### src/rtl/ascon_io_pkg.sv
// Shared types and elaboration-time helpers for the Ascon serial front/back end.
// Holds the FSM state encoding, beat-count arithmetic and the lane-width legality check.
package ascon_io_pkg;

    typedef enum logic [1:0] {LOAD, START, WAIT, UNLOAD} ioState_t;

    function automatic int max4(input int a, input int b, input int c, input int d);
        int m;
        m = a;
        if (b > m) m = b;
        if (c > m) m = c;
        if (d > m) m = d;
        return m;
    endfunction

    function automatic bit legalW(input int w, input int k, input int l, input int y);
        bit pow2;
        pow2 = (w == 1) || (w == 2) || (w == 4) || (w == 8) || (w == 16) || (w == 32) || (w == 64);
        return pow2 && (k % w == 0) && (l % w == 0) && (y % w == 0) && (128 % w == 0);
    endfunction

endpackage

### src/rtl/ascon_sipo_lane.sv
// Serial-in parallel-out lane: shifts W bits into the LSB end per enabled beat, MSB-first.
// Zero latency to dataOut after the shifting edge; stops accepting once LEN/W beats are held.
module ascon_sipo_lane #(
    parameter int LEN = 40,
    parameter int W   = 1,
    parameter int CW  = 8
) (
    input  logic           clk,
    input  logic           rst,
    input  logic           shiftEn,
    input  logic [CW-1:0]  beatCnt,
    input  logic [W-1:0]   laneIn,
    output logic [LEN-1:0] dataOut
);

    localparam logic [CW-1:0] FILL = CW'(LEN / W);

    logic [LEN-1:0] shiftReg;

    // Shorter channels ride along with the shared beat counter and simply stop when full.
    if (LEN == W) begin : gSingle
        always_ff @(posedge clk) begin
            if (rst) begin
                shiftReg <= '0;
            end else if (shiftEn && (beatCnt < FILL)) begin
                shiftReg <= laneIn;
            end
        end
    end else begin : gShift
        always_ff @(posedge clk) begin
            if (rst) begin
                shiftReg <= '0;
            end else if (shiftEn && (beatCnt < FILL)) begin
                shiftReg <= {shiftReg[LEN-W-1:0], laneIn};
            end
        end
    end

    assign dataOut = shiftReg;

endmodule

### src/rtl/ascon_serial_io.sv
// Serial front/back end for the Ascon core: deserialise operands, pulse start, serialise CT/tag LSB-first.
// Start follows the last input beat by one cycle; both sides stall cleanly on valid/ready without bubbles.
module ascon_serial_io
    import ascon_io_pkg::*;
#(
    parameter int K = 128,
    parameter int L = 40,
    parameter int Y = 40,
    parameter int W = 1
) (
    input  logic           clk,
    input  logic           rst,
    input  logic [W-1:0]   keyxSI,
    input  logic [W-1:0]   noncexSI,
    input  logic [W-1:0]   associated_dataxSI,
    input  logic [W-1:0]   plain_textxSI,
    input  logic           in_validxSI,
    output logic           in_readyxSO,
    output logic [K-1:0]   keyxSO,
    output logic [127:0]   noncexSO,
    output logic [L-1:0]   associated_dataxSO,
    output logic [Y-1:0]   plain_textxSO,
    output logic           encryption_startxSO,
    input  logic           encryption_readyxSI,
    input  logic [Y-1:0]   cipher_textxSI,
    input  logic [127:0]   tagxSI,
    output logic [W-1:0]   cipher_textxSO,
    output logic [W-1:0]   tagxSO,
    output logic           out_validxSO,
    input  logic           out_readyxSI
);

    localparam int IN_BEATS  = max4(K, L, Y, 128) / W;
    localparam int OUT_BEATS = max4(Y, 128, 0, 0) / W;
    localparam int CW        = $clog2(max4(IN_BEATS, OUT_BEATS, 0, 0) + 1);
    localparam logic [CW-1:0] IN_LAST  = CW'(IN_BEATS - 1);
    localparam logic [CW-1:0] OUT_LAST = CW'(OUT_BEATS - 1);

    if (!legalW(W, K, L, Y)) begin : gBadW
        $error("ascon_serial_io: W must be 1..64, a power of two, dividing K, L, Y and 128");
    end

    ioState_t       state;
    ioState_t       stateNext;
    logic [CW-1:0]  beatCnt;
    logic [Y-1:0]   ctReg;
    logic [127:0]   tagReg;
    logic           inAccept;
    logic           outAccept;

    always_ff @(posedge clk) begin
        if (rst) begin
            state <= LOAD;
        end else begin
            state <= stateNext;
        end
    end

    always_comb begin
        stateNext           = state;
        in_readyxSO         = 1'b0;
        encryption_startxSO = 1'b0;
        out_validxSO        = 1'b0;
        case (state)
            LOAD: begin
                // Gated by rst so the input side never looks ready while held in reset.
                in_readyxSO = !rst;
                if (in_validxSI && !rst && (beatCnt == IN_LAST)) stateNext = START;
            end
            START: begin
                encryption_startxSO = 1'b1;
                stateNext           = WAIT;
            end
            WAIT: begin
                if (encryption_readyxSI) stateNext = UNLOAD;
            end
            UNLOAD: begin
                out_validxSO = 1'b1;
                if (out_readyxSI && (beatCnt == OUT_LAST)) stateNext = LOAD;
            end
            default: stateNext = LOAD;
        endcase
    end

    assign inAccept  = in_validxSI && in_readyxSO;
    assign outAccept = out_validxSO && out_readyxSI;

    // One counter serves both directions; it is always zero on entry to LOAD and UNLOAD.
    always_ff @(posedge clk) begin
        if (rst) begin
            beatCnt <= '0;
        end else if ((inAccept && (beatCnt == IN_LAST)) || (outAccept && (beatCnt == OUT_LAST))) begin
            beatCnt <= '0;
        end else if (inAccept || outAccept) begin
            beatCnt <= beatCnt + CW'(1);
        end
    end

    always_ff @(posedge clk) begin
        if (rst) begin
            ctReg  <= '0;
            tagReg <= '0;
        end else if ((state == WAIT) && encryption_readyxSI) begin
            ctReg  <= cipher_textxSI;
            tagReg <= tagxSI;
        end else if (outAccept) begin
            ctReg  <= ctReg >> W;
            tagReg <= tagReg >> W;
        end
    end

    assign cipher_textxSO = ctReg[W-1:0];
    assign tagxSO         = tagReg[W-1:0];

    ascon_sipo_lane #(.LEN(K), .W(W), .CW(CW)) uKey (
        .clk(clk), .rst(rst), .shiftEn(inAccept), .beatCnt(beatCnt),
        .laneIn(keyxSI), .dataOut(keyxSO)
    );

    ascon_sipo_lane #(.LEN(128), .W(W), .CW(CW)) uNonce (
        .clk(clk), .rst(rst), .shiftEn(inAccept), .beatCnt(beatCnt),
        .laneIn(noncexSI), .dataOut(noncexSO)
    );

    ascon_sipo_lane #(.LEN(L), .W(W), .CW(CW)) uAd (
        .clk(clk), .rst(rst), .shiftEn(inAccept), .beatCnt(beatCnt),
        .laneIn(associated_dataxSI), .dataOut(associated_dataxSO)
    );

    ascon_sipo_lane #(.LEN(Y), .W(W), .CW(CW)) uPt (
        .clk(clk), .rst(rst), .shiftEn(inAccept), .beatCnt(beatCnt),
        .laneIn(plain_textxSI), .dataOut(plain_textxSO)
    );

endmodule

### config.mk
export PLATFORM = sky130hd
export DESIGN_NAME = ascon_serial_io
export DESIGN_NICKNAME = d
export VERILOG_FILES = /design/src/rtl/ascon_io_pkg.sv /design/src/rtl/ascon_sipo_lane.sv /design/src/rtl/ascon_serial_io.sv
export SDC_FILE = /design/constraint.sdc
export NUM_CORES = 1
export LEC_CHECK = 0
export CAP_MARGIN = 20
export CORE_MARGIN = 5
export CORE_UTILIZATION = 48
export CTS_CLUSTER_DIAMETER = 200
export DETAILED_ROUTE_END_ITERATION = 10
export PLACE_DENSITY = 0.92
export SKIP_CTS_REPAIR_TIMING = 1
export SYNTH_ARGS = -nofsm -noshare
export SYNTH_HDL_FRONTEND = slang
export SYNTH_SLANG_ARGS = --single-unit
### constraint.sdc
create_clock -name clk -period 2.25 [get_ports clk]
set_clock_uncertainty 0.1 [all_clocks]
set_input_delay 0.675 -clock clk [delete_from_list [all_inputs] [get_ports clk]]
set_output_delay 0.675 -clock clk [all_outputs]
set_load 0.02 [all_outputs]
# Word-level counts from Yosys, hierarchy flattened
# Index checks and enable logic that the tools add are counted.
# word_totals
register_bits	514
latchBits	0
ram_bits	0
romBits	0
word_cells	46
memories	0
# classes
addsub	1
multipliers	0
div_mod_pow	0
order_cmp	2
n_eq_ne	7
n_shift	0
muxes	11
bitwise	0
n_reduce_logical	17
# ops
op	n
two-way mux 128 bit	2
two-way mux 40 bit	2
logical AND 1 bit	10
adder 8 x 1 -> 8 bit (second input constant)	1
== test 8 x 7 -> 1 bit (second input constant)	1
< comparator 8 x 6 -> 1 bit (second input constant)	1
< comparator 8 bit (second input constant)	1
one-hot mux 2 bit (4 select lines)	1
two-way mux 2 bit	3
!= test 2 bit (second input constant)	3
== test 2 bit (second input constant)	2
two-way mux 1 bit	3
AND reduction 3 bit	1
== test 2 x 1 -> 1 bit (second input constant)	1
zero test 2 bit	1
logical OR 1 bit	2
nonzero test 2 bit	1
OR reduction 2 bit	1
zero test 1 bit	1

# Depth between registers and ports, before layout
# Gate-level depths: netlist (run 1).
# logic_depth
ltp_word	6
ltp_mapped	9

# Cells and area by module
# Synthesis (run 1) repeated with hierarchy kept, for this count alone.
# hier_totals
cells_unflattened	2098
hier_area_um2	20569.7
# by_module_without_submodules
module	instances	cells_per_inst	area_each_um2	seq_area_each_um2
ascon_sipo_lane (uKey ...)	2	416	4870.9	2562.5
ascon_serial_io	1	998	7684.9	3563.4
ascon_sipo_lane (uAd ...)	2	134	1571.5	800.8

# Worst setup path before layout (run 1)
# Ideal clock, no wire load.
# synth_timing
kind	in2out
startpoint	in rst
endpoint	out in_readyxSO
arrival_time_ns	1.334
t_required_ns	1.475
path_slack_ns	0.141
cell_stages	3
path_buffers	2
cell_sequence	buf_2 clkbuf_1 nor2b_1
# synth_via
elab_chain_cells	2
# synth_lines
element	line	text
start: declaration	ascon_serial_io.sv:12	input logic rst,
zero test 1 bit	ascon_serial_io.sv:67	in_readyxSO = !rst;
two-way mux 1 bit	ascon_serial_io.sv:64	case (state)
end: declaration	ascon_serial_io.sv:18	output logic in_readyxSO,
# No other way between the ends.

# Final worst setup path (run 1)
# layout_timing
startpoint	reg state[0]
endpoint	out in_readyxSO
# layout_via
elab_chain_cells	2
# layout_lines
element	line	text
start: declaration	ascon_serial_io.sv:43	ioState_t state;
start signal: assignment	ascon_serial_io.sv:55	state <= stateNext;
zero test 2 bit	ascon_serial_io.sv:64	
two-way mux 1 bit	ascon_serial_io.sv:64	
# No other way between the ends.

==> results.py, run 1 <==
metrics = {
    "placement": {
        "dpl.hpwl_um": 43900,
        "port_buffers": 517,
        "routabilityCongestion": 0.929,
        "dpl-instance-area_um2": 25200,
        "dp_cells": 3386,
    },
    "synthesis": {
        "synth_area_leader_cell": "dfxtp_1",
        "post_synth_num_cell_types": 31,
        "synthesis_warning_total": 0,
        "syn_inst": 2460,
        "synth.yosys.seq_area_share_pct": 53.8,
        "netlist_area_um2": 19100,
        "synth_fp_nets": 2642,
        "synth.area.top_cells": "dfxtp_1 54%, nand2_1 20%, a21oi_1 8.9%",
        "yosys_register_bits": 514,
        "syn-mean-instance-area_um2": 7.78,
        "synth_top_cell_area_share_pct": 53.8,
    },
    "floorplanning": {
        "die_y_um": 210,
        "coreArea_um2": 39500,
        "num_rows": 73,
        "die-area_um2": 44000,
        "die_outline_width_um": 210,
        "start_util_pct": 48.4,
        "ioPinCount": 518,
    },
    "clock_network": {
        "clk-insertion-delay-late_ps": 580,
        "clock_tree.buffer_depth": 3,
        "cts_tree": "built",
        "clock_sinks": 514,
        "tritoncts.num_buffers": 50,
        "cts.clk_slew.worst_paths_ps": 60,
        "cts.htree.levels": 2,
        "buffer_cell_driving_the_clock_tree_root": "clkbuf_16",
    },
    "setup_path": {
        "critical_path_class": "flip-flop to primary output",
        "worst_setup_path_endpoint": "in_readyxSO",
        "reg2reg_depth": 8,
        "worstPathRequired_ps": 1470,
        "end_kind": "primary output",
        "ff2ff_setup_slack_ps": 130,
        "critical_path_peak_fanout": 2,
        "critical_path.reg2reg.endpoint": "uKey.dataOut[87]",
        "worstPathArrival_ps": 1480,
        "r2r_start": "state[1]",
        "startpoint_type": "flip-flop",
        "startpoint": "state[0]",
    },
    "power_and_ir_drop": {
        "p_leak_uw": 0.0152,
        "intPower_uw": 14700,
        "switching_power_uw": 4090,
        "power.share.combinational_pct": 4.5,
        "cellPowerDensity_nw_per_um2": 676,
        "power_switching_share_pct": 21.8,
        "worst_ir_drop_on_vdd_v": 0.000573,
        "reg_power_share_pct": 48.6,
        "clock_power_share_pct": 46.9,
    },
    "sta": {
        "setup_viol": 1,
        "unrepaired_setup_endpoints_after_global_routing": "yes",
        "min_cycle_time_layout_ps": 2250,
        "worst_pin_slew_ps": 791,
        "slew-limit-headroom_pct": 47.3,
        "finalWorstSetupSlack_ps": -4.55,
        "max_freq_mhz": 444,
        "timing.final.hold_violations": 0,
        "final_period_util_pct": 100,
        "pins_over_slew_limit": 0,
    },
    "grt": {
        "grt_pass1_wl_um": 98800,
        "grt_max_degree": 157,
        "antenna_found_initial": 2,
        "grt_overflow_total": 0,
        "groute.usage.overall_pct": 26.9,
        "first_global_vias": 18900,
    },
    "final_layout": {
        "total_area_of_multi_input_combinational_cells_um2": 8010,
        "final-instance-count-excl-fill": 3479,
        "drive_gt1_share_pct": 6.47,
        "filler_cell_count": 2482,
        "layout.area.seq_um2": 10300,
        "synthToLayoutAreaGrowth_pct": 44.9,
        "nets_final": 3095,
        "final_design_area_no_fill_um2": 27700,
    },
    "route": {
        "drt.antenna.violating_nets": 0,
        "met1Wirelength_um": 24600,
        "drt_first_pass_iters": 7,
        "top_layer_used": "met5",
        "remaining_drc_errors": 0,
        "total_length_of_routed_met2_wires_um": 33500,
        "drt-vias-per-instance": 5.80,
        "drt-total-wl_um": 69200,
        "met3_wirelength_um": 6580,
        "vias": 20200,
        "wl_per_cell_um": 19.9,
        "drt-initial-drc-count": 2473,
    },
    "run": {
        "drv.max_cap_violation_count": 0,
    },
    "status": {
        "run_status": "complete, but fails checks",
        "violations": "negative setup slack",
    },
    "worst_hold_path": {
        "holdCritPathClass": "flip-flop to flip-flop",
    },
}
[per-layer routing]
metal / track usage [%] / vias up
li1: - / 9063
met5: 0 / -
met1: 31.5 / 9430
met2: 46.5 / 1366
met3: 5.56 / 320
met4: 13.9 / 2
[power groups by stage]
stage	Combinational, uW	Clock (uW)	Sequential, uW
finish	847	8790	9110
global route	883	9240	9110
CTS	821	8820	9110
detailed placement	814	0	9320
global placement	804	0	9320
floorplan	325	0	9320
[area by class of cell]
type                       count  area share, %
sequential                   514           37.1
multi-input combinational   1734           28.9
timing repair buffer         608           25.3
clock buffer                  70           5.33
tap                          525           2.37
clock inverter                22          0.920
inverter                       5         0.0677
antenna                        1        0.00902
[cells in the final DEF (no fill, tap or decap), types with 6 or more instances in the layout]
master	synthesis	layout
dlymetal6s2s_1	0	338
clkbuf_1	124	6
clkinv_2	0	11
nor2_1	174	174
clkbuf_16	0	51
clkbuf_8	0	13
dfxtp_1	514	513
buf_12	0	26
a311oi_1	167	167
a21oi_1	342	342
clkdlybuf4s50_1	0	175
buf_4	8	66
nand2_1	1011	1009
[metrics by stage]
stage	util (%)	setup WS, ps	hold WS (ps)	TNS (ps)	power, uW
2_1_floorplan	-	141	348	0	9650
3_3_place_gp	63.6	-127	342	-24820	10100
3_5_place_dp	63.6	-219	350	-50310	10100
4_1_cts	68.0	-525	340	-47050	18800
5_1_grt	70.1	-84.8	360	-97.4	19200
6_report	70.1	-4.55	350	-4.55	18700
[how the worst min path moves through the flow]
stage	slack, ps	depth (start not counted)	start	to
floorplan	350	2	ctReg[39]	ctReg[39]
global placement	340	2	uKey.dataOut[127]	uKey.dataOut[127]
detailed placement	350	2	uKey.dataOut[127]	uKey.dataOut[127]
CTS	340	3	rst	beatCnt[4]
global route	360	3	rst	beatCnt[4]
finish	350	2	uKey.dataOut[127]	uKey.dataOut[127]
[kinds of logic after synthesis]
| group | share of synthesized area, % |
|---|---|
| simple gates | 23.9 |
| compound gates | 17.0 |
| flops | 53.8 |
| buf+inv | 4.70 |
| xor+xnor | 0.320 |
| fa+ha+maj | 0.327 |
[cell usage after synthesis (all sizes together)]
cell type	count
nor4bb	1
o2111ai	3
a21o	2
and3b	1
nor3b	2
ha	5
dfxtp	514
clkbuf	124
nand2	1011
a211oi	2
nor2b	1
nand2b	1
xnor2	4
o32ai	1
o21ai	1
a311oi	167
buf	83
nor2	174
and2	2
a222oi	1
nand3	5
xor2	3
nand4bb	1
nand3b	2
inv	5
and3	1
a21oi	342
nand4	1
[worst max-delay path, stage by stage, from the launching register on]
cell     delay, ps
dfxtp_1        350
inv_1           70
ha_1           210
nor2b_1        130
buf_4          160
[sequential cells by signal, summed over array words and instances (netlist names)]
name	flops
tagReg	128
uKey.dataOut	128
uNonce.dataOut	128
ctReg	40
uAd.dataOut	40
uPt.dataOut	40
beatCnt	8
state	2
Note: power is estimated with default switching activity, not from simulation.
==> inputs of run 2 (changes only) <==
--- a/config.mk
+++ b/config.mk
@@ -6,11 +6,14 @@
 export NUM_CORES = 1
 export LEC_CHECK = 0
 export CAP_MARGIN = 20
+export CELL_PAD_IN_SITES_DETAIL_PLACEMENT = 0
+export CELL_PAD_IN_SITES_GLOBAL_PLACEMENT = 1
 export CORE_MARGIN = 5
-export CORE_UTILIZATION = 48
+export CORE_UTILIZATION = 35
 export CTS_CLUSTER_DIAMETER = 200
 export DETAILED_ROUTE_END_ITERATION = 10
 export PLACE_DENSITY = 0.92
+export SETUP_SLACK_MARGIN = 0.05
 export SKIP_CTS_REPAIR_TIMING = 1
 export SYNTH_ARGS = -nofsm -noshare
 export SYNTH_HDL_FRONTEND = slang
==> results.py, run 2 (synthesis results as in run 1) <==
metrics = {
    "status": {
        "run_status": "completed",
    },
    "final_layout": {
        "total_area_of_multi_input_combinational_cells_um2": 8030,
        "layout_commonest_cell": "nand2_1",
        "drive_gt1_share_pct": 6.69,
        "layout.area.seq_um2": 10300,
        "filler_cell_count": 4869,
        "final_design_area_no_fill_um2": 28300,
        "nets_final": 3097,
        "layout_common_cells": "1009 x nand2_1, 512 x dfxtp_1, 342 x a21oi_1",
        "synthToLayoutAreaGrowth_pct": 47.6,
    },
    "worst_hold_path": {
        "hold_end": "uNonce.dataOut[40]",
        "worst_hold_startpoint": "uNonce.dataOut[39]",
        "hold-path-cell-count": 2,
        "holdCritPathClass": "flip-flop to flip-flop",
    },
    "route": {
        "drt_first_pass_iters": 7,
        "drt-initial-drc-count": 1155,
        "remaining_drc_errors": 0,
        "vias": 18500,
        "drt.antenna.violating_nets": 0,
        "drt-vias-per-instance": 5.06,
        "drt-total-wl_um": 60400,
        "wl_per_cell_um": 16.5,
    },
    "floorplanning": {
        "start_util_pct": 35.4,
        "num_rows": 85,
        "die-area_um2": 59500,
        "ioPinCount": 518,
        "coreArea_um2": 54000,
        "die_y_um": 244,
        "die_outline_width_um": 244,
    },
    "grt": {
        "antenna_found_initial": 3,
        "grt_max_degree": 239,
        "grt_overflow_total": 0,
        "grt_pass1_wl_um": 93200,
        "groute.usage.overall_pct": 18.7,
        "first_global_vias": 17200,
    },
    "clock_network": {
        "clock_sinks": 514,
        "tritoncts.num_buffers": 54,
        "cts_tree": "built",
        "clk-insertion-delay-late_ps": 590,
        "cts.clk_slew.worst_paths_ps": 60,
        "cts.htree.levels": 2,
        "buffer_cell_driving_the_clock_tree_root": "clkbuf_16",
        "clock_tree.buffer_depth": 3,
    },
    "setup_path": {
        "critical_path_peak_fanout": 5,
        "r2r_start": "state[1]",
        "critical_path_class": "flip-flop to primary output",
        "startpoint_type": "flip-flop",
        "worstPathRequired_ps": 1470,
        "end_kind": "primary output",
        "reg2reg_depth": 8,
        "worstPathArrival_ps": 1450,
        "critical_path.reg2reg.endpoint": "uPt.dataOut[34]",
        "ff2ff_setup_slack_ps": 270,
    },
    "sta": {
        "pins_over_slew_limit": 0,
        "slew-limit-headroom_pct": 14.9,
        "final_period_util_pct": 99.0,
        "unrepaired_setup_endpoints_after_global_routing": "yes",
        "timing.hold.ws_ps": 349,
        "min_cycle_time_layout_ps": 2230,
        "setup_viol": 0,
        "timing.final.hold_violations": 0,
        "max_freq_mhz": 449,
        "worst_pin_slew_ps": 1280,
        "finalSetupTns_ps": 0,
    },
    "placement": {
        "port_buffers": 517,
        "routabilityCongestion": 0.833,
        "dpl-instance-area_um2": 25500,
        "dpl.hpwl_um": 42000,
    },
    "power_and_ir_drop": {
        "cellPowerDensity_nw_per_um2": 673,
        "power.share.combinational_pct": 4.4,
        "worst_ir_drop_on_vdd_v": 0.000478,
        "intPower_uw": 14900,
        "p_leak_uw": 0.0153,
        "switching_power_uw": 4150,
        "reg_power_share_pct": 48.0,
        "power_switching_share_pct": 21.8,
        "clock_power_share_pct": 47.6,
        "power_after_layout_uw": 19000,
    },
    "run": {
        "drv.max_cap_violation_count": 0,
    },
}
[run 2: stage by stage]
stage | worst slack (ps) | utilization [%] | instances
global route | -42.4 | 52.3 | 3656
finish | 22.3 | 52.3 | 3657
global placement | -244 | 47.3 | 3553
floorplan | 141 | - | 2460
detailed placement | -281 | 47.3 | 3553
CTS | -426 | 50.6 | 3653
[run 2: per-layer routing]
metal,global-route usage (%),vias to the layer above,wire length [um]
li1,-,9091,-
met3,4.95,92,4400
met1,23.1,8686,24700
met5,0,-,13
met2,32.1,630,29700
met4,5.39,2,1600
[run 2: worst max-delay path by stage]
| stage | endpoint | slack (ps) | from |
|---|---|---|---|
| finish | in_readyxSO | 20 | state[1] |
| global route | in_readyxSO | -40 | state[1] |
| CTS | encryption_startxSO | -430 | state[1] |
| detailed placement | uKey.dataOut[101] | -280 | in_validxSI |
| global placement | uPt.dataOut[28] | -240 | in_validxSI |
| floorplan | in_readyxSO | 140 | rst |
[run 2: area by class of cell]
type                            count  area share (%)
Multi-Input combinational cell   1734            28.4
Tap cell                          696            3.08
Clock buffer                       78            5.60
Sequential cell                   514            36.4
Clock inverter                     22           0.855
Inverter                            5          0.0664
Antenna cell                        2          0.0177
Timing Repair Buffer              606            25.5
[run 2: power groups by stage]
| stage | Sequential (uW) | Combinational (uW) | Clock (uW) |
|---|---|---|---|
| finish | 9110 | 844 | 9040 |
| CTS | 9110 | 845 | 9280 |
| floorplan | 9320 | 325 | 0 |
| global route | 9110 | 902 | 9700 |
| detailed placement | 9320 | 841 | 0 |
| global placement | 9320 | 837 | 0 |
[run 2: critical path: stages (launching register included)]
cell	delay, ps
dfxtp_2	330
inv_2	90
ha_4	170
nor2b_4	140
buf_6	130
